==> config.mk <==
export PLATFORM = sky130hd
export DESIGN_NAME = decoder_10b8b
export DESIGN_NICKNAME = d
export VERILOG_FILES = /design/src/rtl/decoder_10b8b.sv
export SDC_FILE = /design/constraint.sdc
export NUM_CORES = 1
export LEC_CHECK = 0
export ABC_CLOCK_PERIOD_IN_PS = 1060
export BUFFER_PORTS_ARGS = -buffer_cell sky130_fd_sc_hd__buf_2
export CAP_MARGIN = 20
export CORE_MARGIN = 2
export CORE_UTILIZATION = 30
export DETAILED_ROUTE_END_ITERATION = 12
export PLACE_DENSITY = 0.53
export SLEW_MARGIN = 5
export SYNTH_ARGS = -nofsm -noshare
export SYNTH_HDL_FRONTEND = slang
export SYNTH_SLANG_ARGS = --single-unit
==> constraint.sdc <==
create_clock -name CLK -period 1.06 [get_ports CLK]
set_input_delay 0.265 -clock CLK [delete_from_list [all_inputs] [get_ports CLK]]
set_output_delay 0.265 -clock CLK [all_outputs]
set_load 0.05 [all_outputs]
==> src/rtl/decoder_10b8b.sv <==
// decoder_10b8b: registered 8b/10b symbol decoder with running-disparity tracking.
// Splits each 10-bit symbol into its 6b (abcdei) and 4b (fghj) sub-blocks.
// It decodes both sub-blocks, flags K characters, code violations and disparity
// violations, and keeps the running disparity in a register.
// Optional feature: define DEC_ERR_CNT_EN to add a saturating 16-bit error
// counter (CNT_CLR / ERR_CNT).
module decoder_10b8b #(
    parameter logic RD_INIT = 1'b0
) (
    input  logic        CLK,
    input  logic        RST_N,
    input  logic        IVAL,
    input  logic [9:0]  DI,
    output logic        OVAL,
    output logic [7:0]  DO,
    output logic        KO,
    output logic        CERR,
    output logic        DERR,
    output logic        RD
`ifdef DEC_ERR_CNT_EN
    ,
    input  logic        CNT_CLR,
    output logic [15:0] ERR_CNT
`endif
);

    logic [5:0] code6;
    logic [3:0] code4;
    logic [3:0] code4Eff;
    logic [2:0] ones6;
    logic [2:0] ones4;
    logic [4:0] dec5;
    logic [2:0] dec3;
    logic       kNext;
    logic       cerrNext;
    logic       derrNext;
    logic       rdMid;
    logic       rdNext;

    function automatic logic [2:0] countOnes6(input logic [5:0] v);
        countOnes6 = {2'b00, v[0]} + {2'b00, v[1]} + {2'b00, v[2]}
                   + {2'b00, v[3]} + {2'b00, v[4]} + {2'b00, v[5]};
    endfunction

    function automatic logic [2:0] countOnes4(input logic [3:0] v);
        countOnes4 = {2'b00, v[0]} + {2'b00, v[1]} + {2'b00, v[2]} + {2'b00, v[3]};
    endfunction

    assign code6 = DI[9:4];
    assign code4 = DI[3:0];
    assign ones6 = countOnes6(code6);
    assign ones4 = countOnes4(code4);

    // K28 on the RD+ side (110000) carries a complemented fghj, so it is un-inverted before lookup
    assign code4Eff = (code6 == 6'b110000) ? ~code4 : code4;

    // 6b sub-block lookup: abcdei to EDCBA, both disparity variants map to the same value
    always_comb begin
        dec5 = 5'd0;
        case (code6)
            6'b100111, 6'b011000: dec5 = 5'd0;
            6'b011101, 6'b100010: dec5 = 5'd1;
            6'b101101, 6'b010010: dec5 = 5'd2;
            6'b110001:            dec5 = 5'd3;
            6'b110101, 6'b001010: dec5 = 5'd4;
            6'b101001:            dec5 = 5'd5;
            6'b011001:            dec5 = 5'd6;
            6'b111000, 6'b000111: dec5 = 5'd7;
            6'b111001, 6'b000110: dec5 = 5'd8;
            6'b100101:            dec5 = 5'd9;
            6'b010101:            dec5 = 5'd10;
            6'b110100:            dec5 = 5'd11;
            6'b001101:            dec5 = 5'd12;
            6'b101100:            dec5 = 5'd13;
            6'b011100:            dec5 = 5'd14;
            6'b010111, 6'b101000: dec5 = 5'd15;
            6'b011011, 6'b100100: dec5 = 5'd16;
            6'b100011:            dec5 = 5'd17;
            6'b010011:            dec5 = 5'd18;
            6'b110010:            dec5 = 5'd19;
            6'b001011:            dec5 = 5'd20;
            6'b101010:            dec5 = 5'd21;
            6'b011010:            dec5 = 5'd22;
            6'b111010, 6'b000101: dec5 = 5'd23;
            6'b110011, 6'b001100: dec5 = 5'd24;
            6'b100110:            dec5 = 5'd25;
            6'b010110:            dec5 = 5'd26;
            6'b110110, 6'b001001: dec5 = 5'd27;
            6'b001110:            dec5 = 5'd28;
            6'b101110, 6'b010001: dec5 = 5'd29;
            6'b011110, 6'b100001: dec5 = 5'd30;
            6'b101011, 6'b010100: dec5 = 5'd31;
            6'b001111, 6'b110000: dec5 = 5'd28;
            default:              dec5 = 5'd0;
        endcase
    end

    // 4b sub-block lookup: fghj to HGF, primary and alternate x.7 both decode to 7
    always_comb begin
        dec3 = 3'd0;
        case (code4Eff)
            4'b1011, 4'b0100:                   dec3 = 3'd0;
            4'b1001:                            dec3 = 3'd1;
            4'b0101:                            dec3 = 3'd2;
            4'b1100, 4'b0011:                   dec3 = 3'd3;
            4'b1101, 4'b0010:                   dec3 = 3'd4;
            4'b1010:                            dec3 = 3'd5;
            4'b0110:                            dec3 = 3'd6;
            4'b1110, 4'b0001, 4'b0111, 4'b1000: dec3 = 3'd7;
            default:                            dec3 = 3'd0;
        endcase
    end

    // K detection plus code-table membership of the 6b/4b pair
    always_comb begin
        logic valid6;
        logic valid4;
        logic pos6;
        logic neg6;
        logic pairOk;
        logic kx7Code;

        kx7Code = (code6 == 6'b111010) || (code6 == 6'b110110) ||
                  (code6 == 6'b101110) || (code6 == 6'b011110) ||
                  (code6 == 6'b000101) || (code6 == 6'b001001) ||
                  (code6 == 6'b010001) || (code6 == 6'b100001);
        kNext = (code6 == 6'b001111) || (code6 == 6'b110000) ||
                (((code4 == 4'b0111) || (code4 == 4'b1000)) && kx7Code);

        valid6 = (ones6 >= 3'd2) && (ones6 <= 3'd4) &&
                 (code6 != 6'b111100) && (code6 != 6'b000011);
        valid4 = (ones4 >= 3'd1) && (ones4 <= 3'd3);

        // A 6b code that leaves the line at RD+ must be followed by an RD+ 4b code, and vice versa
        pos6 = (ones6 > 3'd3) || (code6 == 6'b000111);
        neg6 = (ones6 < 3'd3) || (code6 == 6'b111000);
        pairOk = 1'b1;
        if (pos6 && ((ones4 > 3'd2) || (code4 == 4'b1100))) begin
            pairOk = 1'b0;
        end
        if (neg6 && ((ones4 < 3'd2) || (code4 == 4'b0011))) begin
            pairOk = 1'b0;
        end

        // Alternate x.7 only follows the specific 6b codes that would otherwise create a run of five
        if ((code4 == 4'b0111) &&
            !((code6 == 6'b100011) || (code6 == 6'b010011) || (code6 == 6'b001011) ||
              (code6 == 6'b000101) || (code6 == 6'b001001) || (code6 == 6'b010001) ||
              (code6 == 6'b100001) || (code6 == 6'b110000))) begin
            pairOk = 1'b0;
        end
        if ((code4 == 4'b1000) &&
            !((code6 == 6'b110100) || (code6 == 6'b101100) || (code6 == 6'b011100) ||
              (code6 == 6'b111010) || (code6 == 6'b110110) || (code6 == 6'b101110) ||
              (code6 == 6'b011110) || (code6 == 6'b001111))) begin
            pairOk = 1'b0;
        end
        if ((code4 == 4'b1110) &&
            ((code6 == 6'b100011) || (code6 == 6'b010011) ||
             (code6 == 6'b001011) || (code6 == 6'b110000))) begin
            pairOk = 1'b0;
        end
        if ((code4 == 4'b0001) &&
            ((code6 == 6'b110100) || (code6 == 6'b101100) ||
             (code6 == 6'b011100) || (code6 == 6'b001111))) begin
            pairOk = 1'b0;
        end

        cerrNext = !valid6 || !valid4 || !pairOk;
    end

    // Disparity check of each sub-block against the running disparity it starts from
    always_comb begin
        logic derr6;
        logic derr4;

        derr6 = (!RD && (ones6 < 3'd3)) || (RD && (ones6 > 3'd3)) ||
                (RD && (code6 == 6'b000111)) || (!RD && (code6 == 6'b111000));
        if (ones6 > 3'd3) begin
            rdMid = 1'b1;
        end else if (ones6 < 3'd3) begin
            rdMid = 1'b0;
        end else begin
            rdMid = RD;
        end

        derr4 = (!rdMid && (ones4 < 3'd2)) || (rdMid && (ones4 > 3'd2)) ||
                (rdMid && (code4 == 4'b0011)) || (!rdMid && (code4 == 4'b1100));
        if (ones4 > 3'd2) begin
            rdNext = 1'b1;
        end else if (ones4 < 3'd2) begin
            rdNext = 1'b0;
        end else begin
            rdNext = rdMid;
        end

        derrNext = derr6 || derr4;
    end

    // Output and running-disparity registers, loaded only on symbol cycles
    always_ff @(posedge CLK or negedge RST_N) begin
        if (!RST_N) begin
            OVAL <= 1'b0;
            DO   <= 8'h00;
            KO   <= 1'b0;
            CERR <= 1'b0;
            DERR <= 1'b0;
            RD   <= RD_INIT;
        end else begin
            OVAL <= IVAL;
            if (IVAL) begin
                DO   <= {dec3, dec5};
                KO   <= kNext;
                CERR <= cerrNext;
                DERR <= derrNext;
                RD   <= rdNext;
            end
        end
    end

`ifdef DEC_ERR_CNT_EN
    // Saturating count of erroneous symbols; clear wins over a same-cycle increment
    always_ff @(posedge CLK or negedge RST_N) begin
        if (!RST_N) begin
            ERR_CNT <= 16'h0000;
        end else if (CNT_CLR) begin
            ERR_CNT <= 16'h0000;
        end else if (IVAL && (cerrNext || derrNext) && (ERR_CNT != 16'hFFFF)) begin
            ERR_CNT <= ERR_CNT + 16'd1;
        end
    end
`endif

endmodule

==> flow_metrics.tcl <==
set metrics [dict create \
    outcome "finished, violations left" \
    violations "setup timing" \
    coreArea_mm2 0.00561 \
    finalCriticalPeriod_ns 2.57 \
    syn_area_per_cell_um2 7.42 \
    cts_max_level 1 \
    vias 2086 \
    yosysMostFrequentCell "nand2_1" \
    async_flop_share_pct 100 \
    cp_max_fo 3 \
    rsz0062_at_grt "true" \
    synth_ff_type "dfrtp_1" \
    die_y_um 80.9 \
    worst_setup_path_start_kind "input port" \
    die_area_mm2 0.00654 \
    place_ws_ns -1.80 \
    cts_tree "done" \
    multi_input_area_mm2 0.00145 \
    drt_first_pass_iters 4 \
    layout.nets 366 \
    slowest_stage "fa_1" \
    peakVddDrop_v 0.000829 \
    boundaryPins 26 \
    dieWidth_um 80.9 \
    syn_inst 239 \
    tightestPinTransition_ns 0.396 \
    synthTopCellsByCount "nand2_1, nor2_1, o21ai_0, a21oi_1, inv_1" \
    clkPwrFrac_pct 15.6 \
    syn_area_mm2 0.00177 \
    drc 0 \
    skew_ns 0.0000608 \
    area_growth_pct 59.6 \
    synth_warnings 0 \
    powerDensity_mw_per_mm2 953 \
    cpPeakStageDelay_ns 0.54 \
    grt_max_degree 33 \
    gr-usage-all-layers_pct 17.6 \
    ys_types 55 \
    gp_congestion 0.835 \
    max-slew-margin-rel_pct 73.6 \
    finalHoldViolations 0 \
    via_per_inst 5.15 \
    synth_fp_nets 271 \
    hp-class "input port to register" \
    gr-total-overflow 0 \
    synth.area.top_cells "dfrtp_1, ha_1, nand2_1, o21ai_0, nor2_1" \
    crit_top_cell "fa_1" \
    finalCritPeriodShare_pct 243 \
    clock-root-buffer "clkbuf_8" \
    finalSetupViolCount 13 \
    power.share.switching_pct 41.3 \
    post-synth-top-area-fraction_pct 18.3 \
    slew_viol_final 0 \
    io_buffers 25 \
    ff_latch_area_um2 325 \
    p_comb_share_pct 61.1 \
    diodes 0 \
    cts.clk_slew.worst_paths_ns 0.05 \
    worst_setup_path_end_kind "register" \
    drt-total-wl_um 5630 \
    drv_cap 0 \
    final_core_util_pct 50.4 \
    p_int_uw 1580 \
    yosysTopAreaCell "dfrtp_1" \
    dpl.hpwl_um 4240 \
    tns_ns -9.09 \
    arrival_ns 2.68 \
    drive_gt1_share_pct 43.5 \
    ys_ff_latch 13 \
    grt_pass1_wl_um 9290 \
    crit_type "input port to register" \
    clkLatencyLatePin_ns 0.24 \
    finalWorstSetupSlack_ns -1.51 \
    cts_buffers 3 \
    stdcell_count 405 \
    start_util_pct 31.6 \
    power_uw 2700 \
    drtIter0Drc 195 \
    p_leak_uw 0.00128 \
    antenna_found_initial 0 \
    p_sw_uw 1110 \
    ys_seq_area_share_pct 18.3 \
    placedCellCount 388 \
    crit_chain "buf_8 > inv_4 > fa_1 > fa_1 > inv_1 > ha_2 > inv_2 > fa_1 > nor3b_2 > o22ai_1 > nor3_1 > a41oi_1" \
    fillCellCount 568 \
    first_global_vias 2001 \
    post_drt_wl_per_cell_um 13.9 \
    clock.fmax_ghz 0.389 \
    ant_nets 0 \
    seqPwrFrac_pct 23.3 \
    synth-edff-count 0 \
    clock_path_buffers 2 \
    rows 27 \
    required_ns 1.16 \
    cts_sinks 13 \
]
==> power by group through the flow <==
stage / registers (uW) / logic [uW] / clock network [uW]
final: 628 / 1650 / 422
after global routing: 638 / 1790 / 464
after CTS: 630 / 1510 / 439
after detailed placement: 623 / 1350 / 0
after global placement: 620 / 1340 / 0
after floorplan: 889 / 622 / 0
==> per-layer routing <==
metal  global-route usage, %  vias up  part of all wire [%]
li1                        -     1045                     -
met1                    25.5      977                    47
met2                    28.6       60                    49
met3                   0.778        4                   3.9
met4                    4.24        0                  0.51
met5                       0        -                     0
==> sequential cells by signal, summed over array words and instances, names as in the netlist <==
signal and flops:
CERR 1, DERR 1, DO 8, KO 1
OVAL 1, RD 1
==> worst paths after layout <==
kind                                   startpoint                end  slack, ns  depth (start not counted)
worst max register to register     RD$_DFFE_PN0P_   DERR$_DFFE_PN0P_       0.10                          4
worst min register to register  DO[7]$_DFFE_PN0P_  DO[7]$_DFFE_PN0P_       0.54                          2
min in group asynchronous                   RST_N  DO[4]$_DFFE_PN0P_       0.44                          2
max in group asynchronous                   RST_N     OVAL$_DFF_PN0_       0.40                          2
worst max-delay path                        DI[4]   CERR$_DFFE_PN0P_      -1.51                         12
worst min-delay path                         IVAL     OVAL$_DFF_PN0_       0.38                          2
==> kinds of logic after synthesis <==
| family | count (synthesis) | share of synthesized area (%) |
|---|---|---|
| fa+ha+maj | 20 | 15.7 |
| compound gates | 82 | 30.4 |
| xor+xnor | 3 | 1.48 |
| simple gates | 83 | 21.9 |
| mux | 5 | 2.96 |
| buf+inv | 33 | 9.17 |
| flops | 13 | 18.3 |
==> per-stage QoR <==
stage	area (um2)	hold WS (ns)
final	2830	0.381
after global routing	2830	0.385
after CTS	2660	0.366
after detailed placement	2430	0.168
after global placement	2430	0.163
after floorplan	1820	-0.0306
==> cells in the final DEF (no fill, tap or decap), types with 4 or more instances in the layout <==
master,count
buf_4,73
nand2_1,29
ha_1,10
a21oi_1,14
a31oi_1,4
buf_2,10
buf_6,18
nor2b_1,5
dfrtp_1,13
inv_1,14
nor2_1,25
o21ai_0,15
fa_1,4
o21ai_1,7
==> repair_timing <==
action | CTS | global route
gates cloned | 0 | 0
hold buffers | 1 | 0
resized for setup | 46 | 28
pin swaps | 15 | 9
endpoints found under the setup margin | 25 | 25
hold endpoints to repair | 13 | 0
setup buffers | 5 | 7
==> critical path: cells and delay by family <==
| kind | cells | cell delay, ns |
|---|---|---|
| adders and majority gates | 4 | 1.65 |
| and+or+nand+nor | 2 | 0.31 |
| AOI/OAI and AO/OA | 2 | 0.23 |
| buffers and inverters | 4 | 0.21 |
==> layout make-up <==
cell class / count / area share [%]
clock buffers: 4 / 1.59
inverters: 19 / 2.79
multi-input cells: 193 / 51.2
flip-flops and latches: 13 / 11.5
well taps: 72 / 3.18
repair buffers: 104 / 29.7
Power figures use the tool's default switching activity.
